==> config.mk <==
export PLATFORM = sky130hd
export DESIGN_NAME = misr_reg
export DESIGN_NICKNAME = d
export VERILOG_FILES = /design/src/rtl/misr_chk_pkg.sv /design/src/rtl/misr_reg.sv
export SDC_FILE = /design/constraint.sdc
export NUM_CORES = 1
export LEC_CHECK = 0
export ABC_AREA = 1
export CAP_MARGIN = 30
export CORE_MARGIN = 2
export CORE_UTILIZATION = 42
export DETAILED_ROUTE_END_ITERATION = 8
export PLACE_DENSITY = 0.87
export RECOVER_POWER = 100
export SYNTH_ARGS = -nofsm -noshare
export SYNTH_HDL_FRONTEND = slang
export SYNTH_SLANG_ARGS = --single-unit
==> constraint.sdc <==
create_clock -name clk -period 5.59 [get_ports clk]
set_clock_uncertainty 0.2 [all_clocks]
set_input_delay 0.559 -clock clk [delete_from_list [all_inputs] [get_ports clk]]
set_output_delay 0.559 -clock clk [all_outputs]
set_load 0.05 [all_outputs]
==> src/rtl/misr_chk_pkg.sv <==
// Shared types and constants for the MISR signature checker.
package misr_chk_pkg;

    typedef enum logic [1:0] {
        IDLE  = 2'd0,
        RUN   = 2'd1,
        CHECK = 2'd2,
        DONE  = 2'd3
    } state_e;

    localparam logic [63:0] DEFAULT_POLY = 64'h800000000000000D;

endpackage

==> src/rtl/misr_reg.sv <==
// Multiple-input signature register: shift left, feed back XOR of tapped bits, fold in data.
module misr_reg
    import misr_chk_pkg::*;
#(
    parameter int               WIDTH = 64,
    parameter logic [WIDTH-1:0] POLY  = DEFAULT_POLY[WIDTH-1:0]
) (
    input  logic             clk,
    input  logic             rst,
    input  logic [WIDTH-1:0] seed,
    input  logic             load,
    input  logic             step,
    input  logic [WIDTH-1:0] din,
    output logic [WIDTH-1:0] sig
);

    logic [WIDTH-1:0] sig_d;
    logic [WIDTH-1:0] sig_q;

    // Load wins over step so a restart never folds in a stray word.
    always_comb begin
        sig_d = sig_q;
        if (load) begin
            sig_d = seed;
        end else if (step) begin
            sig_d = {sig_q[WIDTH-2:0], ^(sig_q & POLY)} ^ din;
        end
    end

    always_ff @(posedge clk) begin
        if (rst) begin
            sig_q <= seed;
        end else begin
            sig_q <= sig_d;
        end
    end

    assign sig = sig_q;

endmodule

==> impl_metrics.csv, run 1 <==
group,metric,value,unit
status,status,"completed",
logic_synthesis,netlist_instances,353,
setup_path,path_max_fanout,61,
logic_synthesis,ys_seq_area_share,54.9,%
global_routing,first_global_vias,2973,
cts,cts_tree,"yes",
routing,routed_via_density,4.55,
die,rows,33,
die,fp.dieArea,9080,um^2
placed_design,hpwl,7230,um
die,die-height,95.3,um
logic_synthesis,yosys.area_share.simple,8.83,%
setup_path,cp.required,5410,ps
global_routing,grt_use_total,20.4,%
logic_synthesis,ys_top_cells_by_area,"edfxtp_1, xnor2_1, nand2_1, o21ai_1, inv_1",
routing,vias,2992,
logic_synthesis,synth_cell_types,15,
routing,first_pass_iters,4,
cts,cts-root-buf,"clkbuf_8",
placed_design,place_ws,2460,ps
hold_path,hold_depth,4,
logic_synthesis,synthMuxAreaShare,0,%
cts,cts_buffer_depth,2,
logic_synthesis,yosysMostFrequentCell,"nand2_1",
setup_path,worstPathArrival,3020,ps
cts,worstSkewPairLatency,320,ps
die,core,8130,um^2
setup_path,cp_slowest_cell,"nand2_1",
timing,clock.fmax,0.312,GHz
setup_path,end_kind,"register",
cts,clkSinkCount,64,
pwr,p_leak,0.00220,uW
timing,worst_slack,2390,ps
timing,drv_slew,0,
logic_synthesis,synthTopCellsByCount,"nand2_1, edfxtp_1, xnor2_1",
timing,slew_headroom,29.9,%
logic_synthesis,synth_seq_cells,64,
die,initial_core_util,43.0,%
run,maxCapViolations,0,
hold_path,hold_class,"register to register",
placed_design,place_congestion,0.777,
cts,cts_hold_buffers,0,
timing,period_needed,3200,ps
die,pin_count,196,
finish,fin_nets,680,
global_routing,antenna_found_initial,0,
logic_synthesis,synth-main-ff-cell,"edfxtp_1",
timing,fin_crit_sh,57.3,%
pwr,power_density,271,nW/um^2
routing,wl_per_cell,13.9,um
finish,area_growth,62.2,%
finish,antenna_cells,0,
timing,rsz0062_at_grt,"false",
setup_path,cp-start-kind,"primary input",
setup_path,reg2regPathDepth,6,
logic_synthesis,synth_top_area_share,54.9,%
routing,post-route-drc-count,0,
global_routing,grt_start_max_net_pins,70,
logic_synthesis,synth_top_area_cell,"edfxtp_1",
logic_synthesis,yosysWarnings,0,
logic_synthesis,async_reset_ff_share,0,%
logic_synthesis,synth_area_per_cell,9.92,um^2
logic_synthesis,synth_xor_area_share,16.3,%
logic_synthesis,synth_compound_area_share,9.15,%
die,fp.dieW,95.3,um
routing,ant_nets,0,
setup_path,crit_chain,"dlygate4sd3_1, nor2_4, buf_4, nand2_1, buf_4",
routing,drt-initial-drc-count,102,
cts,post_cts_buffers,0,
cts,cts_max_level,3,
timing,setup_violations,0,
finish,drive_above_1_share,4.71,%
routing,wl,9150,um
logic_synthesis,synth_fa_ha_area_share,0,%
cts,clk_pin_slew,60,ps
setup_path,crit_top_cell,"buf_4",
finish,largest_reg_flops,64,
logic_synthesis,netlist_area,3500,um^2
global_routing,grt_first_pass_wirelength,13900,um
timing,setup_tns,0,ps
pwr,ir_drop,0.140,mV
logic_synthesis,synth_top_family_by_area,"XOR/XNOR gates",
cts,post_cts_resized,0,
global_routing,grt-ovfl-total,0,
placed_design,port_buffers,195,
cts,cts-buffers-inserted,9,
logic_synthesis,synthesis.nets,485,
setup_path,crit_type,"primary input to register",
timing,worst_pin_slew,1050,ps
logic_synthesis,synth_edf_count,64,
timing,hold_viol_final,0,
setup_path,crit_path_max_incr_delay,750,ps
==> per-stage QoR <==
| step | instances | util [%] | power [uW] | instance area [um^2] | hold slack (ps) |
|---|---|---|---|---|---|
| 2_1_floorplan | 353 | - | 945 | 3500 | 547 |
| 3_3_place_gp | 642 | 67.4 | 1150 | 5480 | 449 |
| 3_5_place_dp | 642 | 67.4 | 1160 | 5480 | 467 |
| 4_1_cts | 657 | 69.9 | 1580 | 5680 | 486 |
| 5_1_grt | 657 | 69.8 | 1610 | 5680 | 530 |
| 6_report | 657 | 69.8 | 1540 | 5680 | 491 |
==> critical path, delay by kind of cell <==
kind,cells,cell delay (ps)
AND/OR/NAND/NOR,2,860
buffers and inverters,3,1570
==> layout make-up <==
class | instances | area, um^2
fillers | 636 | 2450
repair buffers | 198 | 1970
flip-flops and latches | 64 | 1920
multi-input cells | 208 | 1200
inverters | 67 | 251
clock buffers | 11 | 131
well taps | 105 | 131
clock inverters | 4 | 70.1
==> logic make-up (layout without fill, tap and decap cells) <==
family          after synthesis  after routing
simple gates                 79             79
flops                        64             64
buf+inv                      81            280
xor+xnor                     65             65
compound gates               64             64
==> routing by layer <==
layer	up-vias	global-route usage [%]	wire length [um]
met5	-	0	0
met4	0	7.97	181
met3	13	5.30	704
met2	123	37.4	4850
met1	1353	22.4	3420
li1	1503	-	-
==> placed cells by master, fill, tap and decap left out, types with 3 or more instances in the layout <==
| master | netlist | layout |
|---|---|---|
| nand3_1 | 4 | 4 |
| xnor2_1 | 64 | 64 |
| inv_2 | 9 | 9 |
| o21ai_0 | 11 | 62 |
| dlygate4sd3_1 | 0 | 65 |
| nand2_1 | 73 | 73 |
| clkdlybuf4s50_1 | 0 | 130 |
| inv_1 | 58 | 58 |
| clkbuf_8 | 0 | 9 |
| edfxtp_1 | 64 | 64 |
| buf_4 | 6 | 3 |
==> final timing paths <==
path	from	to	slack, ps
min reg2reg	sig[57]$_DFFE_PP_	sig[58]$_DFFE_PP_	490
max	rst	sig[63]$_DFFE_PP_	2390
min	sig[57]$_DFFE_PP_	sig[58]$_DFFE_PP_	490
max reg2reg	sig[3]$_DFFE_PP_	sig[0]$_DFFE_PP_	4170
==> power breakdown <==
group	total, uW	switching, uW	internal [uW]
logic	494	283	210
clock network	413	165	248
registers	630	38.7	592
Power figures use the tool's default switching activity.
==> run 2: changes to the inputs <==
--- a/config.mk
+++ b/config.mk
@@ -8,9 +8,9 @@
 export ABC_AREA = 1
 export CAP_MARGIN = 30
 export CORE_MARGIN = 2
-export CORE_UTILIZATION = 42
+export CORE_UTILIZATION = 39
 export DETAILED_ROUTE_END_ITERATION = 8
-export PLACE_DENSITY = 0.87
+export PLACE_DENSITY = 0.81
 export RECOVER_POWER = 100
 export SYNTH_ARGS = -nofsm -noshare
 export SYNTH_HDL_FRONTEND = slang
==> constraint.sdc (replaced) <==
create_clock -name clk -period 3.2 [get_ports clk]
set_clock_uncertainty 0.2 [all_clocks]
set_input_delay 0.32 -clock clk [delete_from_list [all_inputs] [get_ports clk]]
set_output_delay 0.32 -clock clk [all_outputs]
set_load 0.05 [all_outputs]
==> impl_metrics.csv, run 2 (synthesis gave the netlist of run 1 again) <==
group,metric,value,unit
status,status,"completed",
cts,post_cts_resized,0,
routing,drt-initial-drc-count,95,
cts,post_cts_buffers,0,
setup_path,critPathCapture,"sig[55]$_DFFE_PP_",
timing,fin_crit_sh,77.1,%
finish,post-route-util,65.2,%
setup_path,crit_type,"primary input to register",
finish,fin_area,5680,um^2
timing,setup_tns,0,ps
finish,layout_commonest_cell,"clkdlybuf4s50_1",
setup_path,r2r_slack,1820,ps
setup_path,reg2reg_to,"sig[0]$_DFFE_PP_",
routing,ant_nets,0,
placed_design,place_congestion,0.841,
finish,largest_reg_flops,64,
finish,drive_above_1_share,4.51,%
setup_path,crit_path_max_incr_delay,650,ps
cts,clk_pin_slew,80,ps
pwr,ir_drop,0.212,mV
die,pin_count,196,
placed_design,placed_cell_area,5520,um^2
timing,setup_violations,0,
die,die-height,98.7,um
global_routing,grt_use_total,19.4,%
placed_design,hpwl,7370,um
setup_path,cp.required,2890,ps
setup_path,reg2regPathDepth,6,
pwr,power_density,460,nW/um^2
timing,rsz0062_at_grt,"false",
hold_path,hold_depth,3,
cts,cts-root-buf,"clkbuf_8",
setup_path,crit_chain,"dlygate4sd3_1, nor2_1, nand2_2, clkbuf_2",
routing,post-route-drc-count,0,
pwr,p_leak,0.00220,uW
hold_path,hold_class,"primary input to register",
setup_path,worst_path_dominant_cell_family,"buffers and inverters",
finish,area_growth,62.3,%
routing,wl_per_cell,14.2,um
timing,hold-worst-slack,457,ps
setup_path,worst-path-buf-inv,2,
routing,first_pass_iters,4,
timing,period_needed,2470,ps
timing,worst_pin_slew,865,ps
finish,n_fill_cell,723,
die,fp.dieW,98.7,um
placed_design,port_buffers,195,
global_routing,grt-ovfl-total,0,
cts,cts_max_level,3,
die,core,8720,um^2
global_routing,antenna_found_initial,0,
finish,fin_nets,681,
die,fp.dieArea,9750,um^2
timing,hold_viol_final,0,
setup_path,cp_slowest_cell,"nor2_1",
setup_path,path_max_fanout,33,
run,maxCapViolations,0,
routing,vias,3051,
routing,routed_via_density,4.61,
timing,clock.fmax,0.405,GHz
setup_path,worstPathArrival,2160,ps
setup_path,worst-path-stages,4,
setup_path,cp-start-kind,"primary input",
global_routing,grt_first_pass_wirelength,14900,um
routing,wl,9380,um
setup_path,reg2reg_from,"sig[3]$_DFFE_PP_",
finish,layout_common_cells,"clkdlybuf4s50_1, nand2_1, dlygate4sd3_1",
global_routing,first_global_vias,3105,
cts,worstSkewPairLatency,330,ps
die,initial_core_util,40.1,%
cts,clkSinkCount,64,
timing,drv_slew,0,
global_routing,grt_start_max_net_pins,63,
cts,cts_buffer_depth,2,
finish,antenna_cells,0,
timing,slew_headroom,42.3,%
cts,cts_hold_buffers,0,
setup_path,end_kind,"register",
cts,cts-buffers-inserted,9,
cts,cts_tree,"yes",
setup_path,cp-startpoint,"rst",
die,rows,34,
[run 2: changes by cell type in the layout (fill, tap and decap cells not counted), sizes merged]
cell	change
clkbuf	+1
bufinv	-1
buf	-1
clkinv	+3
[run 2: metrics by stage]
step,power (uW),worst slack [ps],cells
after global routing,2740,555,662
after detailed placement,2030,1100,646
after floorplan,1650,616,353
after CTS,2690,1020,662
final,2620,732,662
after global placement,2020,1160,646
[run 2: power breakdown]
part / leakage [uW] / switching, uW / internal [uW] / total, uW
combinational: 0.00146 / 495 / 370 / 866
clock: 0.0000902 / 300 / 349 / 648
sequential: 0.000653 / 68.2 / 1030 / 1100
total: 0.00220 / 863 / 1750 / 2620
[run 2: worst min path at each step]
stage / start / end / slack, ps
after detailed placement: sig[4]$_DFFE_PP_ / sig[5]$_DFFE_PP_ / 460
after floorplan: seed[21] / sig[21]$_DFFE_PP_ / 310
after global placement: sig[24]$_DFFE_PP_ / sig[25]$_DFFE_PP_ / 450
final: seed[4] / sig[4]$_DFFE_PP_ / 460
after global routing: seed[3] / sig[3]$_DFFE_PP_ / 450
after CTS: seed[4] / sig[4]$_DFFE_PP_ / 430
[run 2: cell type report]
type | instances | area (um^2) | share of cell area (%)
clock buffer | 10 | 128 | 2.25
clock inverter | 6 | 50.0 | 0.881
inverter | 67 | 251 | 4.43
multi-input combinational | 208 | 1190 | 21.0
sequential | 64 | 1920 | 33.8
tap | 108 | 135 | 2.38
timing repair buffer | 199 | 2000 | 35.2
[run 2: routing by layer]
layer / vias up / track usage [%] / share of wire (%)
met5: - / 0 / 0
met4: 0 / 5.48 / 0.87
met3: 7 / 6.74 / 9.0
met2: 134 / 35.4 / 53
met1: 1397 / 21.2 / 38
li1: 1513 / - / -
[run 2: worst register-to-register path: cells and delay by family, from the launching register on]
| kind | cells | cell delay, ps |
|---|---|---|
| flip-flops | 1 | 490 |
| AND/OR/NAND/NOR | 4 | 280 |
| AO/OA/AOI/OAI | 1 | 50 |
| buffers and inverters | 1 | 110 |
==> run 3: changes to the inputs <==
--- a/config.mk
+++ b/config.mk
@@ -8,9 +8,9 @@
 export ABC_AREA = 1
 export CAP_MARGIN = 30
 export CORE_MARGIN = 2
-export CORE_UTILIZATION = 39
+export CORE_UTILIZATION = 35
 export DETAILED_ROUTE_END_ITERATION = 8
-export PLACE_DENSITY = 0.81
+export PLACE_DENSITY = 0.77
 export RECOVER_POWER = 100
 export SYNTH_ARGS = -nofsm -noshare
 export SYNTH_HDL_FRONTEND = slang
==> constraint.sdc (replaced) <==
create_clock -name clk -period 2.1 [get_ports clk]
set_clock_uncertainty 0.2 [all_clocks]
set_input_delay 0.21 -clock clk [delete_from_list [all_inputs] [get_ports clk]]
set_output_delay 0.21 -clock clk [all_outputs]
set_load 0.05 [all_outputs]
==> impl_metrics.csv, run 3 (synthesis gave the netlist of run 1 again) <==
group,metric,value,unit
status,status,"completed",
pwr,switching_share,32.6,%
finish,layout_common_cells,"clkdlybuf4s50_1, nand2_1, xnor2_1, edfxtp_1",
routing,ant_nets,0,
routing,wl_per_cell,13.5,um
setup_path,cp.required,1690,ps
routing,drt-initial-drc-count,119,
placed_design,port_buffers,195,
cts,cts_max_level,3,
die,initial_core_util,36.0,%
run,maxCapViolations,0,
pwr,p_leak,0.00221,uW
global_routing,first_global_vias,3059,
die,core,9730,um^2
global_routing,grt_start_max_net_pins,47,
timing,worst_pin_slew,884,ps
routing,post-route-drc-count,0,
finish,post-route-util,59.0,%
setup_path,cp_slowest_cell,"dlygate4sd3_1",
cts,clkSinkCount,64,
setup_path,reg2reg_to,"sig[0]$_DFFE_PP_",
timing,fin_crit_sh,96.1,%
die,fp.dieArea,10800,um^2
pwr,internal_power,2670,uW
finish,n_fill_cell,864,
setup_path,path_max_fanout,2,
setup_path,reg2reg_from,"sig[3]$_DFFE_PP_",
setup_path,critPathCapture,"sig[60]",
pwr,sequentialPowerShare,42.2,%
cts,cts_hold_buffers,0,
finish,layout_commonest_cell,"clkdlybuf4s50_1",
setup_path,worst_path_dominant_cell_family,"buffers and inverters",
pwr,ir_drop,0.301,mV
setup_path,worstPathArrival,1610,ps
routing,wl,9250,um
pwr,p_clk_share,24.3,%
setup_path,crit_chain,"dlygate4sd3_1",
routing,vias,2989,
timing,slew_headroom,40.9,%
cts,cts_tree,"yes",
hold_path,hold_class,"primary input to register",
timing,setup_tns,0,ps
timing,drv_slew,0,
setup_path,cp-start-kind,"register",
die,die-height,104,um
finish,area_growth,63.8,%
global_routing,antenna_found_initial,1,
setup_path,cp-startpoint,"sig[60]$_DFFE_PP_",
die,pin_count,196,
cts,worstSkewPairLatency,330,ps
routing,routed_via_density,4.34,
setup_path,worst-path-stages,1,
global_routing,grt-ovfl-total,0,
setup_path,r2r_slack,710,ps
routing,first_pass_iters,4,
cts,cts-buffers-inserted,9,
pwr,switchingPower,1300,uW
finish,fin_nets,683,
pwr,pwr-share-comb,33.5,%
timing,clock.fmax,0.495,GHz
timing,setup_violations,0,
placed_design,hpwl,7360,um
die,rows,36,
finish,largest_reg_flops,64,
setup_path,worst-path-buf-inv,1,
cts,cts_buffer_depth,2,
finish,multi_input_area,1190,um^2
global_routing,grt_use_total,17.2,%
placed_design,place_congestion,0.792,
global_routing,grt_first_pass_wirelength,14600,um
finish,ff_latch_area,1920,um^2
die,fp.dieW,104,um
setup_path,crit_type,"register to primary output",
setup_path,crit_path_max_incr_delay,890,ps
pwr,power_density,692,nW/um^2
cts,clk_pin_slew,60,ps
setup_path,reg2regPathDepth,6,
setup_path,end_kind,"primary output",
pwr,power,3970,uW
cts,cts-root-buf,"clkbuf_8",
timing,period_needed,2020,ps
finish,drive_above_1_share,5.42,%
timing,rsz0062_at_grt,"false",
cts,post_cts_buffers,0,
timing,hold_viol_final,0,
## run 3: cell count changes in the layout (fill, tap and decap cells not counted)
cell and change:
dlygate4sd3_1 -9, clkdlybuf4s50_1 +8, clkinv_1 -4, clkinv_2 +3, o21ai_0 -3, o21ai_1 +3, buf_12 +1, buf_4 +1
clkbuf_2 -1, clkbuf_4 +1, diode_2 +1
## run 3: worst min-delay path by stage
stage / from / cells after the start / slack (ps) / endpoint
finish: seed[27] / 3 / 350 / sig[27]$_DFFE_PP_
global route: seed[59] / 3 / 340 / sig[59]$_DFFE_PP_
CTS: seed[18] / 3 / 310 / sig[18]$_DFFE_PP_
detailed placement: sig[38]$_DFFE_PP_ / 4 / 460 / sig[39]$_DFFE_PP_
global placement: sig[24]$_DFFE_PP_ / 4 / 450 / sig[25]$_DFFE_PP_
floorplan: seed[21] / 2 / 200 / sig[21]$_DFFE_PP_
## run 3: layout make-up
cell class	count	area share [%]
inverters	67	4.38
multi-input cells	208	20.8
repair buffers	201	35.3
diodes	1	0.0436
clock inverters	5	0.873
flip-flops and latches	64	33.5
well taps	133	2.90
clock buffers	9	2.16
## run 3: power groups by stage
stage | combinational (uW) | sequential (uW) | clock, uW
floorplan | 358 | 2160 | 0
global placement | 1380 | 1700 | 0
detailed placement | 1400 | 1710 | 0
CTS | 1410 | 1680 | 1010
global route | 1410 | 1690 | 1060
finish | 1330 | 1670 | 966
## run 3: through the flow
stage	cells	setup slack [ps]	instance area, um^2	hold slack [ps]
detailed placement	673	168	5600	459
CTS	687	29.2	5770	313
global placement	673	208	5600	452
floorplan	353	265	3500	198
finish	688	81.3	5740	347
global route	688	11.5	5740	343
## run 3: per-layer routing
layer	share of wire (%)	up-vias	GRT usage (%)
met5	0	-	0
met4	2.7	0	7.53
met3	8.5	19	5.08
met2	48	123	29.4
met1	40	1336	19.9
li1	-	1511	-
## run 3: timing repair
item                                   CTS  global route
resized for setup                        0             1
setup endpoints to repair                0             1
endpoints found under the hold margin    0             0
